File: src/rtl/omr_pkg.sv
// rtl/omr_pkg.sv - shared defaults and per-question grade type for the OMR grader
package omr_pkg;

  localparam int NUM_Q_DEF = 10;
  localparam int OPT_W_DEF = 4;

  typedef enum logic [1:0] {
    Q_BLANK   = 2'd0,
    Q_CORRECT = 2'd1,
    Q_WRONG   = 2'd2,
    Q_VOID    = 2'd3
  } q_grade_t;

endpackage

File: src/rtl/omr_question_grader.sv
// rtl/omr_question_grader.sv - classifies one question's mark against its key
module omr_question_grader
  import omr_pkg::*;
#(
  parameter int OPT_W = OPT_W_DEF
) (
  input  logic [OPT_W-1:0] key_i,
  input  logic [OPT_W-1:0] mark_i,
  output q_grade_t         grade_o
);

  logic key_onehot;

  // A key that is not exactly one-hot voids the question regardless of the mark.
  assign key_onehot = (key_i != '0) && ((key_i & (key_i - OPT_W'(1))) == '0);

  always_comb begin
    grade_o = Q_WRONG;
    if (!key_onehot) begin
      grade_o = Q_VOID;
    end else if (mark_i == '0) begin
      grade_o = Q_BLANK;
    end else if (mark_i == key_i) begin
      grade_o = Q_CORRECT;
    end
  end

endmodule

File: src/rtl/omr_grader.sv
// rtl/omr_grader.sv - grades a full sheet with negative marking, registered score outputs
module omr_grader
  import omr_pkg::*;
#(
  parameter int NUM_Q = NUM_Q_DEF,
  parameter int OPT_W = OPT_W_DEF,
  parameter int SCW   = $clog2(NUM_Q + 1)
) (
  input  logic                   clk,
  input  logic                   reset,
  input  logic [NUM_Q*OPT_W-1:0] correct_answers,
  input  logic [NUM_Q*OPT_W-1:0] student_answers,
  output logic [SCW-1:0]         score,
  output logic [SCW-1:0]         score_neg
);

  localparam int CW = $clog2(NUM_Q + 1);

  q_grade_t grade [NUM_Q];

  for (genvar q = 0; q < NUM_Q; q++) begin : g_question
    omr_question_grader #(.OPT_W(OPT_W)) u_grader (
      .key_i   (correct_answers[q*OPT_W +: OPT_W]),
      .mark_i  (student_answers[q*OPT_W +: OPT_W]),
      .grade_o (grade[q])
    );
  end

  logic [CW-1:0]  n_c;
  logic [CW-1:0]  n_w;
  logic [CW:0]    net;
  logic [CW-1:0]  neg_mag;
  logic [SCW-1:0] score_d;
  logic [SCW-1:0] score_neg_d;
  logic [SCW-1:0] score_q;
  logic [SCW-1:0] score_neg_q;

  always_comb begin
    n_c = '0;
    n_w = '0;
    for (int q = 0; q < NUM_Q; q++) begin
      n_c = n_c + CW'(grade[q] == Q_CORRECT);
      n_w = n_w + CW'(grade[q] == Q_WRONG);
    end
  end

  // One extra bit makes the difference signed; the magnitude is taken directly
  // from the counts so it never needs the sign bit.
  assign net     = {1'b0, n_c} - {1'b0, n_w};
  assign neg_mag = n_w - n_c;

  always_comb begin
    score_d     = '0;
    score_neg_d = '0;
    if (net[CW]) begin
      score_neg_d = SCW'(neg_mag);
    end else begin
      score_d = SCW'(net[CW-1:0]);
    end
  end

  always_ff @(posedge clk) begin
    if (reset) begin
      score_q     <= '0;
      score_neg_q <= '0;
    end else begin
      score_q     <= score_d;
      score_neg_q <= score_neg_d;
    end
  end

  assign score     = score_q;
  assign score_neg = score_neg_q;

endmodule

File: config.mk
export PLATFORM = sky130hd
export DESIGN_NAME = omr_grader
export DESIGN_NICKNAME = d
export VERILOG_FILES = /design/src/rtl/omr_pkg.sv /design/src/rtl/omr_question_grader.sv /design/src/rtl/omr_grader.sv
export SDC_FILE = /design/constraint.sdc
export NUM_CORES = 1
export LEC_CHECK = 0
export CORE_ASPECT_RATIO = 0.6
export CORE_MARGIN = 4
export CORE_UTILIZATION = 40
export DETAILED_ROUTE_END_ITERATION = 16
export PLACE_DENSITY = 0.86
export SYNTH_ARGS = -nofsm -noshare
export SYNTH_HDL_FRONTEND = slang
export SYNTH_SLANG_ARGS = --single-unit
export TNS_END_PERCENT = 5
File: constraint.sdc
create_clock -name clk -period 14.8 [get_ports clk]
set_input_delay 3.7 -clock clk [delete_from_list [all_inputs] [get_ports clk]]
set_output_delay 3.7 -clock clk [all_outputs]
set_load 0.02 [all_outputs]
==> flow_summary.yaml, run 1 <==
run_status:
  status: "finished clean"
timing:
  worst_pin_slew_ps: 437
  finalCriticalPeriod_ps: 8410
  setup_violations: 0
  fmax_mhz: 119
  timing.setup.tns_ps: 0
  rsz0062_at_grt: "no"
  max_slew_margin: 0.705
  finalCritPeriodShare: 0.568
  layout_setup_ws_ps: 6390
  hold_viol_final: 0
  drv_slew: 0
floorplan:
  chipHeight_um: 59.3
  row_count: 18
  die_w_um: 93.4
  core_area_um2: 4170
  io_pins: 90
  die_area_um2: 5540
  start_util: 0.420
synth:
  synthesis.area_um2: 1750
  synth-seq-area-share: 0.0914
  yosys.area_share.simple: 0.199
  ys_ff_latch: 8
  syn_inst: 203
  synth_compound_area_frac: 0.109
  netlist_top_cells_area: "xnor2_1 (18%), fa_1 (16%), xor2_1 (14%)"
  synth_adder_area_share: 0.239
  yosys-mux-area-fraction: 0
  synthDistinctLibCells: 26
  yosysWarningCount: 0
  synth_xor_area_frac: 0.320
  yosysTopAreaCell: "xnor2_1"
  syn_avg_cell_area_um2: 8.63
  synth_top_family_by_area: "XOR/XNOR gates"
  synth_nets: 310
  yosysTopAreaCellShare: 0.175
drt:
  drc_errors: 0
  drtAntennaViolNets: 0
  wirelength_um: 4720
  wl_per_cell_um: 13.3
  drtIter0Drc: 91
  via_count: 1770
  drtPass1Iterations: 4
  viasPerCell: 4.99
final_layout:
  utilization: 0.662
  design_area_um2: 2760
  instances_no_fill: 355
  fill_cells: 339
  antennaDiodeCount: 0
  multi_input_area_um2: 1520
  final_nets: 404
  seq_area_um2: 160
  synthToLayoutAreaGrowth_pct: 57.5
  drive_gt1_frac: 0.0237
clocking:
  clk_pin_slew_ps: 40
  clk_path_buf_depth: 2
  cts-root-buf: "clkbuf_8"
  cts_buffers: 3
  cts-resized-gates: 0
  cts_tree: "yes"
  cts_sinks: 8
  htree_num_levels: 1
  postCtsSetupBuffers: 0
  ctsHoldBuffers: 0
critical_path:
  required_ps: 14910
  critPathMaxFanout: 6
  cp-start-kind: "input port"
  critPathKind: "input port to flip-flop"
  worstSetupEndpointType: "flip-flop"
  arrival_ps: 8520
min_path:
  min_to: "score_neg[3]$_SDFF_PP0_"
  min_path_type: "input port to flip-flop"
  hold_path_depth: 2
  holdCritStartpoint: "reset"
placement:
  placed_cells_incl_taps: 352
  routabilityCongestion: 0.895
  dp_worst_setup_slack_ps: 6140
  dpl_cell_area_um2: 2720
  portBuffers: 89
  dpl.hpwl_um: 4290
grt:
  grt_max_degree: 7
  antenna_found_initial: 0
  grt_util_all_layers: 0.175
  grt.overflow.total: 0
  grt_pass1_wl_um: 7870
  met1_usage: 0.239
  met2_usage: 0.300
  top_usage_layer: "met2"
  grt_pass1_vias: 1807
  grt_use_met3: 0.0368
pwr:
  ir_drop_v: 0.0000666
  p_leak_nw: 1.07
  powerDensity_nw_per_um2: 93.5
run:
  maxCapViolations: 0
==> flip-flops by register name (all words and copies together), names as in the netlist <==
| register | flops |
|---|---|
| score | 4 |
| score_neg | 4 |
==> worst max-delay path: stages <==
cell	delay, ps
clkdlybuf4s50_1	490
xor2_1	200
nor4_1	380
and4b_2	290
fa_1	530
inv_1	50
fa_1	470
fa_1	490
inv_1	70
ha_1	160
inv_1	60
fa_1	380
xnor2_1	240
ha_1	350
and2b_1	220
o21a_1	190
o21bai_2	180
nor3_1	80
==> synth_stat cells <==
cell      number
o211ai_1       2
ha_1          11
nor3_1         1
o21bai_2       1
dfxtp_1        8
o41ai_1        6
nor3b_1        3
a21oi_1        4
nand2b_1       6
a21o_1         2
nand3b_1       3
nor2_1        11
a31oi_1        1
xor2_1        29
nor4_1         6
and4b_2        3
nand2_1        9
nor2b_1        3
inv_1         20
o21a_1         1
fa_1          14
or4_1          5
and2b_1        1
xnor2_1       35
nand4_1        8
o22ai_1       10
==> routing by layer <==
metal | up-vias | share of wire
met2 | 71 | 0.44
met1 | 800 | 0.48
li1 | 897 | -
met5 | - | 0
met3 | 2 | 0.084
met4 | 0 | 0.0013
==> stage by stage <==
stage | hold slack (ps) | power [mW]
4_1_cts | 4100 | 0.259
5_1_grt | 4130 | 0.291
6_report | 4090 | 0.258
3_5_place_dp | 4340 | 0.231
2_1_floorplan | 3800 | 0.164
3_3_place_gp | 4340 | 0.225
==> where the power goes <==
| part | internal (mW) | switching, mW | total, mW |
|---|---|---|---|
| Combinational | 0.101 | 0.102 | 0.203 |
| Sequential | 0.0284 | 0.00128 | 0.0296 |
| Clock | 0.0175 | 0.00790 | 0.0255 |
| Total | 0.147 | 0.111 | 0.258 |
==> placed cells by master (no fill, tap or decap) <==
master           synthesis  routed
a21o_1                   2       2
a21oi_1                  4       4
a31oi_1                  1       1
and2b_1                  1       1
and4b_2                  3       3
clkbuf_8                 0       3
clkdlybuf4s50_1          0      89
dfxtp_1                  8       8
fa_1                    14      14
ha_1                    11      11
inv_1                   20      20
nand2_1                  9       9
nand2b_1                 6       6
nand3b_1                 3       3
nand4_1                  8       8
nor2_1                  11      11
nor2b_1                  3       3
nor3_1                   1       1
nor3b_1                  3       3
nor4_1                   6       6
o211ai_1                 2       2
o21a_1                   1       1
o21bai_2                 1       1
o22ai_1                 10      10
o41ai_1                  6       6
or4_1                    5       5
xnor2_1                 35      35
xor2_1                  29      29
==> cell type report <==
class	count	share of cell area
clock buffers	3	0.0150
inverters	20	0.0272
multi-input cells	175	0.550
well taps	60	0.0272
flip-flops and latches	8	0.0580
repair buffers	89	0.323
==> how the worst max path moves through the flow <==
stage                                    from                      end  cells past startpoint  slack, ps
after floorplan           student_answers[16]      score[2]$_SDFF_PP0_                     16       6970
after global placement     student_answers[4]  score_neg[2]$_SDFF_PP0_                     16       6350
after detailed placement  correct_answers[19]      score[2]$_SDFF_PP0_                     18       6140
after CTS                 correct_answers[19]  score_neg[2]$_SDFF_PP0_                     18       6370
after global routing      correct_answers[19]  score_neg[1]$_SDFF_PP0_                     18       6030
final                     correct_answers[19]      score[2]$_SDFF_PP0_                     18       6390
==> logic make-up after synthesis <==
kind of cell / Yosys count
adders and majority gates: 25
and+or+nand+nor: 59
DFF: 8
buffers and inverters: 20
AOI/OAI and AO/OA: 27
xor gates and xnor gates: 64
Note: power is estimated with default switching activity, not from simulation.
==> inputs of run 2 (changes only) <==
--- a/config.mk
+++ b/config.mk
@@ -7,9 +7,9 @@
 export LEC_CHECK = 0
 export CORE_ASPECT_RATIO = 0.6
 export CORE_MARGIN = 4
-export CORE_UTILIZATION = 40
+export CORE_UTILIZATION = 37
 export DETAILED_ROUTE_END_ITERATION = 16
-export PLACE_DENSITY = 0.86
+export PLACE_DENSITY = 0.83
 export SYNTH_ARGS = -nofsm -noshare
 export SYNTH_HDL_FRONTEND = slang
 export SYNTH_SLANG_ARGS = --single-unit
==> constraint.sdc (replaced) <==
create_clock -name clk -period 7.4 [get_ports clk]
set_input_delay 1.85 -clock clk [delete_from_list [all_inputs] [get_ports clk]]
set_output_delay 1.85 -clock clk [all_outputs]
set_load 0.02 [all_outputs]
==> run 2 against run 1 <==
Net effect:
- first-iteration DRC count fell by 66%
- cell count rose by 0.85%
- combinational power rose by 100%
- non-clock buffer count did not move
- sequential cell count did not move
- cell area rose by 0.14%
- worst hold slack got worse by 1800 ps
- sequential power rose by 100%
- via count fell by 1.0%
- critical path depth did not move
- count of clock-buffer cells in the layout did not move
==> flow_summary.yaml, run 2 (synthesized netlist as in run 1, its figures left out) <==
floorplan:
  die_area_um2: 5940
  start_util: 0.384
  chipHeight_um: 61.3
  io_pins: 90
  die_w_um: 96.8
  row_count: 19
  core_area_um2: 4560
placement:
  portBuffers: 89
  dp_worst_setup_slack_ps: 613
  routabilityCongestion: 0.824
  dpl.hpwl_um: 4290
timing:
  worst_pin_slew_ps: 445
  max_slew_margin: 0.702
  setup_violations: 0
  hold_viol_final: 0
  drv_slew: 0
  rsz0062_at_grt: "no"
  finalCriticalPeriod_ps: 6530
  fmax_mhz: 153
  timing.setup.tns_ps: 0
  layout_setup_ws_ps: 867
  finalCritPeriodShare: 0.883
final_layout:
  drive_gt1_frac: 0.0237
  mostFrequentLayoutCells: "clkdlybuf4s50_1 (89), xnor2_1 (35), xor2_1 (29), inv_1 (20), fa_1 (14)"
  antennaDiodeCount: 0
  synthToLayoutAreaGrowth_pct: 57.7
  final_nets: 404
  layout.cells.most_common: "clkdlybuf4s50_1"
  fill_cells: 407
drt:
  viasPerCell: 4.89
  drc_errors: 0
  wl_per_cell_um: 13.1
  drtIter0Drc: 31
  drtAntennaViolNets: 0
  wirelength_um: 4700
  via_count: 1752
  drtPass1Iterations: 5
clocking:
  cts-root-buf: "clkbuf_8"
  ctsHoldBuffers: 0
  postCtsSetupBuffers: 0
  clk_path_buf_depth: 2
  cts_buffers: 3
  htree_num_levels: 1
  cts_sinks: 8
  cts_tree: "yes"
  cts-resized-gates: 0
  clk_pin_slew_ps: 40
critical_path:
  required_ps: 7510
  worstSetupEndpointType: "flip-flop"
  cp-start-kind: "input port"
  critPathKind: "input port to flip-flop"
  critPathMaxFanout: 3
  arrival_ps: 6650
min_path:
  min_path_type: "input port to flip-flop"
grt:
  antenna_found_initial: 0
  grt_pass1_wl_um: 8200
  grt_util_all_layers: 0.166
  grt.overflow.total: 0
  grt_max_degree: 7
  grt_pass1_vias: 1930
pwr:
  powerDensity_nw_per_um2: 189
  ir_drop_v: 0.000113
  total_power_uw: 522
  p_leak_nw: 1.07
run:
  maxCapViolations: 0
run_status:
  status: "finished clean"
==> run 2: cell counts in the layout (fill, tap and decap cells not counted) <==
Identical to the previous run, type by type.
==> run 2: critical path, cell delays in order <==
cell and delay [ps]:
clkdlybuf4s50_1 480, xor2_1 190, nor4_1 310, and4b_2 280, fa_1 530, inv_1 50
fa_1 460, fa_1 480, inv_1 70, ha_1 180, inv_1 70, fa_1 530
inv_1 110, fa_1 410, and2b_1 270, o21a_1 160, nand2b_1 160, nor2_1 60
==> run 2: layer usage <==
metal / global-route usage / routed length (µm) / vias up / share of wire
li1: - / - / 893 / -
met1: 0.215 / 2290 / 799 / 0.49
met2: 0.298 / 2090 / 60 / 0.44
met3: 0.0407 / 320 / 0 / 0.068
met4: 0.0160 / 0 / 0 / 0
met5: 0 / 0 / - / 0
==> run 2: final timing paths <==
check	start	cells past startpoint	slack, ps	endpoint
max	correct_answers[19]	18	870	score_neg[2]$_SDFF_PP0_
min	reset	2	2260	score_neg[3]$_SDFF_PP0_
==> run 2: cell type report <==
type	instances	area, µm²	share of cell area
Tap cell	63	78.8	0.0285
Inverter	20	75.1	0.0272
Multi-Input combinational cell	175	1520	0.549
Sequential cell	8	160	0.0580
Clock buffer	3	41.3	0.0149
Timing Repair Buffer	89	891	0.322
==> run 2: report_power, final <==
group | total [mW] | switching [mW] | internal [mW]
Sequential | 0.0599 | 0.00314 | 0.0568
Combinational | 0.411 | 0.207 | 0.204
Clock | 0.0504 | 0.0153 | 0.0351
Total | 0.522 | 0.226 | 0.296
==> run 2: metrics by stage <==
| stage | cell area, µm² | utilization | std cells | hold slack (ps) |
|---|---|---|---|---|
| final | 2760 | 0.605 | 358 | 2260 |
| after global routing | 2760 | 0.605 | 358 | 2270 |
| after CTS | 2760 | 0.605 | 358 | 2250 |
| after detailed placement | 2720 | 0.596 | 355 | 2480 |
| after global placement | 2720 | 0.596 | 355 | 2500 |
| after floorplan | 1750 | - | 203 | 1950 |
